## config.mk

```make
export PLATFORM = sky130hd
export DESIGN_NAME = fifo_rd
export DESIGN_NICKNAME = d
export VERILOG_FILES = /design/src/rtl/fifo_pkg.sv /design/src/rtl/fifo_out_reg.sv /design/src/rtl/fifo_rd.sv
export SDC_FILE = /design/constraint.sdc
export NUM_CORES = 1
export LEC_CHECK = 0
export CAP_MARGIN = 0
export CORE_MARGIN = 2
export CORE_UTILIZATION = 43
export CTS_BUF_LIST = sky130_fd_sc_hd__clkbuf_4
export CTS_CLUSTER_SIZE = 10
export DETAILED_ROUTE_END_ITERATION = 6
export GPL_ROUTABILITY_DRIVEN = 0
export PLACE_DENSITY = 0.95
export REMOVE_ABC_BUFFERS = 1
export SLEW_MARGIN = 0
export SYNTH_ARGS = -nofsm -noshare
export SYNTH_HDL_FRONTEND = slang
export SYNTH_SLANG_ARGS = --single-unit
```

## constraint.sdc

```tcl
create_clock -name w_clk -period 4.23 [get_ports w_clk]
set_clock_uncertainty 0.1 [all_clocks]
set_input_delay 0.6345 -clock w_clk [delete_from_list [all_inputs] [get_ports w_clk]]
set_output_delay 0.6345 -clock w_clk [all_outputs]
set_load 0.05 [all_outputs]
```

## src/rtl/fifo_pkg.sv

```systemverilog
// Shared helpers and default sizes for both sides of the async FIFO.
// Gray/binary conversions work on a wide word; callers cast to their pointer width.
package fifo_pkg;
  localparam int P_SIZE_DEF = 4;
  localparam int D_SIZE_DEF = 8;
  localparam int PTR_MAX    = 32;

  function automatic logic [PTR_MAX-1:0] bin2gray(input logic [PTR_MAX-1:0] b);
    return b ^ (b >> 1);
  endfunction

  function automatic logic [PTR_MAX-1:0] gray2bin(input logic [PTR_MAX-1:0] g);
    logic [PTR_MAX-1:0] b;
    b[PTR_MAX-1] = g[PTR_MAX-1];
    for (int i = PTR_MAX-2; i >= 0; i--) begin
      b[i] = b[i+1] ^ g[i];
    end
    return b;
  endfunction
endpackage

```

## src/rtl/fifo_out_reg.sv

```systemverilog
// First-word-fall-through output holding register of the FIFO read side.
// Load has priority over clear; otherwise the word is held.
module fifo_out_reg
  import fifo_pkg::*;
#(
  parameter int D_SIZE = D_SIZE_DEF
) (
  input  logic              w_clk,
  input  logic              w_rstn,
  input  logic              load,
  input  logic              clear,
  input  logic [D_SIZE-1:0] din,
  output logic [D_SIZE-1:0] dout,
  output logic              dout_valid
);

  always_ff @(posedge w_clk or negedge w_rstn) begin
    if (!w_rstn) begin
      dout       <= '0;
      dout_valid <= 1'b0;
    end else if (load) begin
      dout       <= din;
      dout_valid <= 1'b1;
    end else if (clear) begin
      dout_valid <= 1'b0;
    end
  end

endmodule

```

## src/rtl/fifo_rd.sv

```systemverilog
// Read side of an async FIFO: gray read pointer, memory addressing and FWFT output.
// Optional registered fill level when FIFO_RD_LEVEL_EN is defined.
module fifo_rd
  import fifo_pkg::*;
#(
  parameter int P_SIZE = P_SIZE_DEF,
  parameter int D_SIZE = D_SIZE_DEF
) (
  input  logic              w_clk,
  input  logic              w_rstn,
  input  logic [P_SIZE-1:0] sync_wr_ptr,
  input  logic [D_SIZE-1:0] mem_rdata,
  output logic [P_SIZE-2:0] r_addr,
  output logic [P_SIZE-1:0] r_ptr_gray,
  output logic [D_SIZE-1:0] dout,
  output logic              dout_valid,
  input  logic              dout_ready,
`ifdef FIFO_RD_LEVEL_EN
  output logic [P_SIZE-1:0] level,
`endif
  output logic              empty
);

  logic [P_SIZE-1:0] rd_bin;
  logic [P_SIZE-1:0] rd_bin_nxt;
  logic              mem_empty;
  logic              load;
  logic              clear;

  // Compare in the gray domain so the synchronised pointer is used as-is.
  assign mem_empty  = (r_ptr_gray == sync_wr_ptr);
  assign load       = !mem_empty && (!dout_valid || dout_ready);
  assign clear      = dout_valid && dout_ready && mem_empty;
  assign rd_bin_nxt = rd_bin + {{(P_SIZE-1){1'b0}}, load};
  assign r_addr     = rd_bin[P_SIZE-2:0];
  assign empty      = !dout_valid;

  always_ff @(posedge w_clk or negedge w_rstn) begin
    if (!w_rstn) begin
      rd_bin     <= '0;
      r_ptr_gray <= '0;
    end else begin
      rd_bin     <= rd_bin_nxt;
      r_ptr_gray <= P_SIZE'(bin2gray(PTR_MAX'(rd_bin_nxt)));
    end
  end

`ifdef FIFO_RD_LEVEL_EN
  // Words held in memory plus the one parked in the output register.
  always_ff @(posedge w_clk or negedge w_rstn) begin
    if (!w_rstn) begin
      level <= '0;
    end else begin
      level <= P_SIZE'(gray2bin(PTR_MAX'(sync_wr_ptr))) - rd_bin
               + {{(P_SIZE-1){1'b0}}, dout_valid};
    end
  end
`endif

  fifo_out_reg #(
    .D_SIZE(D_SIZE)
  ) u_out_reg (
    .w_clk      (w_clk),
    .w_rstn     (w_rstn),
    .load       (load),
    .clear      (clear),
    .din        (mem_rdata),
    .dout       (dout),
    .dout_valid (dout_valid)
  );

endmodule

```

-- Yosys cells after proc, flatten, opt, wreduce, memory -nomap -nowiden
Index checks and enable logic that the tools add are counted.
- flip-flop bits (word level): 17
- bitwise gates (word level): 1
- add/sub/neg operators: 1
- multiplexer cells: 2
- eq/ne operators: 1
- reduce and logical (&&, ||, !) cells: 7
- operators with widths (kind ; number):
    adder 4 x 1 -> 4 bit ; 1
    equality test 4 bit ; 1
    XOR 4 x 3 -> 4 bit ; 1
    logical AND 1 bit ; 3
    logical NOT 1 bit ; 2
    2-to-1 mux 1 bit ; 2
    nonzero test 2 bit ; 1
    logical OR 1 bit ; 1

-- Longest topological paths before layout
- word-level depth: 5
- gate-level depth with buffers: 6
- mapped depth without buffers: 6

-- Modules after synthesis
From an unflattened synthesis, not the netlist that was laid out.
- cell total of the unflattened synthesis: 44
- area, all modules: 684.4 µm²
- by module, submodules not included (module ; instances ; sequential area each (µm²) ; area an instance (µm²) ; cells an instance):
    fifo_out_reg ; 1 ; 225.2 ; 369.1 ; 20
    fifo_rd ; 1 ; 175.2 ; 315.3 ; 24

-- Worst setup path before layout
OpenSTA, ideal clock, no wires.
- kind: register to register
- start: reg r_ptr_gray[3]
- end: reg r_ptr_gray[1]
- path slack: 2.063 ns
- setup time: 0.137 ns
- data arrival time: 1.930 ns
- data required time: 3.993 ns
- cell stages (with the launch flop): 7
- cells stage by stage: dfrtp_1 > xnor2_1 > a41oi_4 > ha_1 > ha_1 > xor2_1 > xor2_1
- longest elaborated chain between the ends: 5
- ends and longest elaborated chain (element ; RTL line ; source):
    from (decl) ; fifo_rd.sv:14 ; output logic [P_SIZE-1:0] r_ptr_gray,
    from (signal assigned) ; fifo_rd.sv:44 ; r_ptr_gray <= P_SIZE'(bin2gray(PTR_MAX'(rd_bin_nxt)));
    equality test 4 bit ; fifo_rd.sv:31 ; assign mem_empty = (r_ptr_gray == sync_wr_ptr);
    logical NOT 1 bit ; fifo_rd.sv:32 ; assign load = !mem_empty && (!dout_valid || dout_ready);
    logical AND 1 bit ; fifo_rd.sv:32 ;
    via load ; fifo_rd.sv:27 ; logic load;
    adder 4 x 1 -> 4 bit ; fifo_rd.sv:34 ; assign rd_bin_nxt = rd_bin + {{(P_SIZE-1){1'b0}}, load};
    via rd_bin_nxt[2] ; fifo_rd.sv:25 ; logic [P_SIZE-1:0] rd_bin_nxt;
    XOR 4 x 3 -> 4 bit ; fifo_pkg.sv:9 ; return b ^ (b >> 1);
The timed path passes the listed nets, and every way through them passes these cells.
A chain may end at the register's enable or synchronous reset.

-- Final worst setup path
- start: in sync_wr_ptr[0]
- end: reg r_ptr_gray[1]
- longest elaborated chain between the ends: 5
- ends and longest elaborated chain (element ; RTL line ; source):
    from (decl) ; fifo_rd.sv:11 ; input logic [P_SIZE-1:0] sync_wr_ptr,
    equality test 4 bit ; fifo_rd.sv:31 ;
    logical NOT 1 bit ; fifo_rd.sv:32 ;
    logical AND 1 bit ; fifo_rd.sv:32 ;
    via load ; fifo_rd.sv:27 ;
    adder 4 x 1 -> 4 bit ; fifo_rd.sv:34 ;
    via rd_bin_nxt[2] ; fifo_rd.sv:25 ;
    XOR 4 x 3 -> 4 bit ; fifo_pkg.sv:9 ;
The timed path passes the listed nets, and every way through them passes these cells.

==> impl_metrics.toml <==
[logic_synthesis]
syn_inst = 41
synth_area_leaders = "dfrtp_1 62%, mux2_2 14%, xnor2_1 6.7%"
syn_area_um2 = 649
yosys_warnings = 0
synth_compound_area_share_pct = 4.24
ys_types = 11
yosysSeqAreaShare_pct = 61.7
synth_xor_area_share_pct = 12.1
synth_area_leader_cell = "dfrtp_1"
synth.area.mux_share_pct = 13.9
synthSimpleGateAreaFrac_pct = 3.66
netlist.area_leader.share_pct = 61.7
avgSynthCellArea_um2 = 15.8
synth_top_family_by_area = "multiplexers"
synth-seq-cells = 16
synthAdderAreaFrac_pct = 3.85

[cells_and_area]
instances_no_fill = 91
nets = 94
fin_util_pct = 68.9
n_antenna_cell = 0
multi_input_area_um2 = 245
seq_area_um2 = 400
n_fill_cell = 110
area_delta_synth_final_pct = 54.3
drive_gt1_share_pct = 17.3

[global_routing]
track_usage_pct = 15.2
gr-total-overflow = 0
grt_max_degree = 17
first_global_vias = 451
antenna_found_initial = 0
grt_pass1_wl_um = 1940

[setup_path]
path_class = "input port to flop"
slowest_delay_ns = 0.42
crit_path_cell_trace = "clkdlybuf4s50_1, xnor2_1, a41oi_4, ha_1, ha_1, xor2_1, xor2_1"
rrSetupSlack_ns = 2.12
cp_slowest_cell = "clkdlybuf4s50_1"
path_max_fanout = 9
r2r-end = "r_ptr_gray[1]"
r2r_cells = 6
worstPathArrival_ns = 2.59
reg2reg_from = "r_ptr_gray[3]"
crit_family = "XOR/XNOR gates"
required_ns = 4.33
path_buf_inv = 1
start_kind = "input port"
crit_path_end_kind = "flop"

[pwr]
peakVddDrop_mv = 0.456
powerDensity_nw_per_um2 = 844
p_switching_uw = 408
share_clk_of_total_power_pct = 8.9
internal_power_uw = 438
combPwrFrac_pct = 60.6
pwr-share-seq_pct = 30.5
power.leakage_uw = 0.000414
switching_share_pct = 48.2

[sta]
setup_viol = 0
min_period_ns = 2.49
slew_headroom_pct = 54.9
hold_viol_final = 0
whs_ns = 0.412
slew_violations = 0
fin_setup_tns_ns = 0
rsz0062_at_grt = "false"
final.period_utilization_pct = 58.9
max_freq_ghz = 0.401
worst_pin_slew_ns = 0.675

[cts]
cts_tree = "built"
clk_pin_slew_ns = 0.08
h-tree-depth = 1
cts_post_setup_buffers_inserted = 0
cts_root_buffer = "clkbuf_4"
clock_sinks = 16
cts-buffers-inserted = 3
cts_resized = 0
cts.path.max_buffers = 2
cts_hold_buf = 0
clkLatencyLatePin_ns = 0.28

[placement]
place_inst = 88
dp_hpwl_um = 1050
portBuffers = 31

[floorplan]
die_w_um = 42.9
fp.coreArea_um2 = 1450
boundaryPins = 32
rows = 14
die_h_um = 42.9
initial_core_util_pct = 44.7
dieArea_um2 = 1840

[hold_path]
hold_depth = 1
hp-start = "u_out_reg.dout[6]"
whs_endpoint = "u_out_reg.dout[6]"
hp-class = "flop to flop"

[routing]
drc = 0
vias = 459
drtIter0Drc = 3
drtAntennaViolNets = 0
wl_per_cell_um = 14.0
drt-vias-per-instance = 5.04
first_pass_iters = 4
wirelength_um = 1270

[run_status]
status = "complete, no violations"

[run]
cap_viol_max_count = 0
==> how the worst max path moves through the flow <==
stage / from / slack (ns) / endpoint / cells past startpoint
after floorplan: r_ptr_gray[3] / 2.06 / r_ptr_gray[1] / 6
after global placement: sync_wr_ptr[3] / 1.55 / r_ptr_gray[2] / 7
after detailed placement: sync_wr_ptr[0] / 1.38 / r_ptr_gray[1] / 7
after CTS: sync_wr_ptr[0] / 1.69 / r_ptr_gray[1] / 7
after global routing: sync_wr_ptr[0] / 1.60 / r_ptr_gray[1] / 7
final: sync_wr_ptr[0] / 1.74 / r_ptr_gray[1] / 7
==> cell type report <==
cell class | count | area share (%)
sequential | 16 | 40.0
timing repair buffer | 31 | 31.0
multi-input combinational | 24 | 24.5
clock buffer | 3 | 2.25
tap | 16 | 2.00
inverter | 1 | 0.375
==> flip-flops by register name, indices dropped and copies added, names as in the netlist <==
name	cells
u_out_reg.dout	8
r_ptr_gray	4
rd_bin	3
u_out_reg.dout_valid	1
==> worst reg2reg max path, cell delays in order, from the launching register on <==
cell     delay [ns]
dfrtp_1        0.42
xnor2_1        0.30
a41oi_4        0.26
ha_1           0.28
ha_1           0.20
xor2_1         0.29
xor2_1         0.18
==> per-stage QoR <==
stage / instance area, um^2 / worst slack, ns / power [uW]
after detailed placement: 980 / 1.38 / 780
after floorplan: 649 / 2.06 / 609
after global placement: 980 / 1.55 / 765
after CTS: 1000 / 1.69 / 856
final: 1000 / 1.74 / 846
after global routing: 1000 / 1.60 / 892
==> cell usage after synthesis <==
library cell	n
dfrtp_1	16
mux2_2	8
xnor2_1	5
xor2_1	4
ha_1	2
a41oi_4	1
inv_1	1
nand3_1	1
nand4_1	1
nor2b_1	1
or2_2	1
==> layer usage <==
layer | wire length [um] | track usage (%) | up-vias | share of wire [%]
li1 | - | - | 214 | -
met1 | 479 | 15.9 | 220 | 38
met2 | 662 | 25.5 | 21 | 52
met3 | 104 | 5.53 | 4 | 8.2
met4 | 27 | 9.38 | 0 | 2.1
met5 | 0 | 0 | - | 0
==> power by group through the flow <==
stage | registers (uW) | clock network [uW] | logic [uW]
after floorplan | 466 | 0 | 144
after global placement | 258 | 0 | 507
after detailed placement | 262 | 0 | 519
after CTS | 259 | 78.0 | 519
after global routing | 265 | 85.0 | 543
final | 258 | 75.1 | 513
==> logic make-up (layout without fill, tap and decap cells) <==
kind of cell	Yosys count	after routing
flops	16	16
simple gates	4	4
fa+ha+maj	2	2
compound gates	1	1
xor+xnor	9	9
mux	8	8
buf+inv	1	35
==> layout by cell type, fill, tap and decap left out, drive strengths merged <==
master,synthesis,final
clkbuf,0,3
a41oi,1,1
xnor2,5,5
xor2,4,4
nand3,1,1
or2,1,1
nand4,1,1
nor2b,1,1
ha,2,2
inv,1,1
mux2,8,8
clkdlybuf4s50,0,31
dfrtp,16,16
No activity file was read; power rests on OpenSTA's default activity.
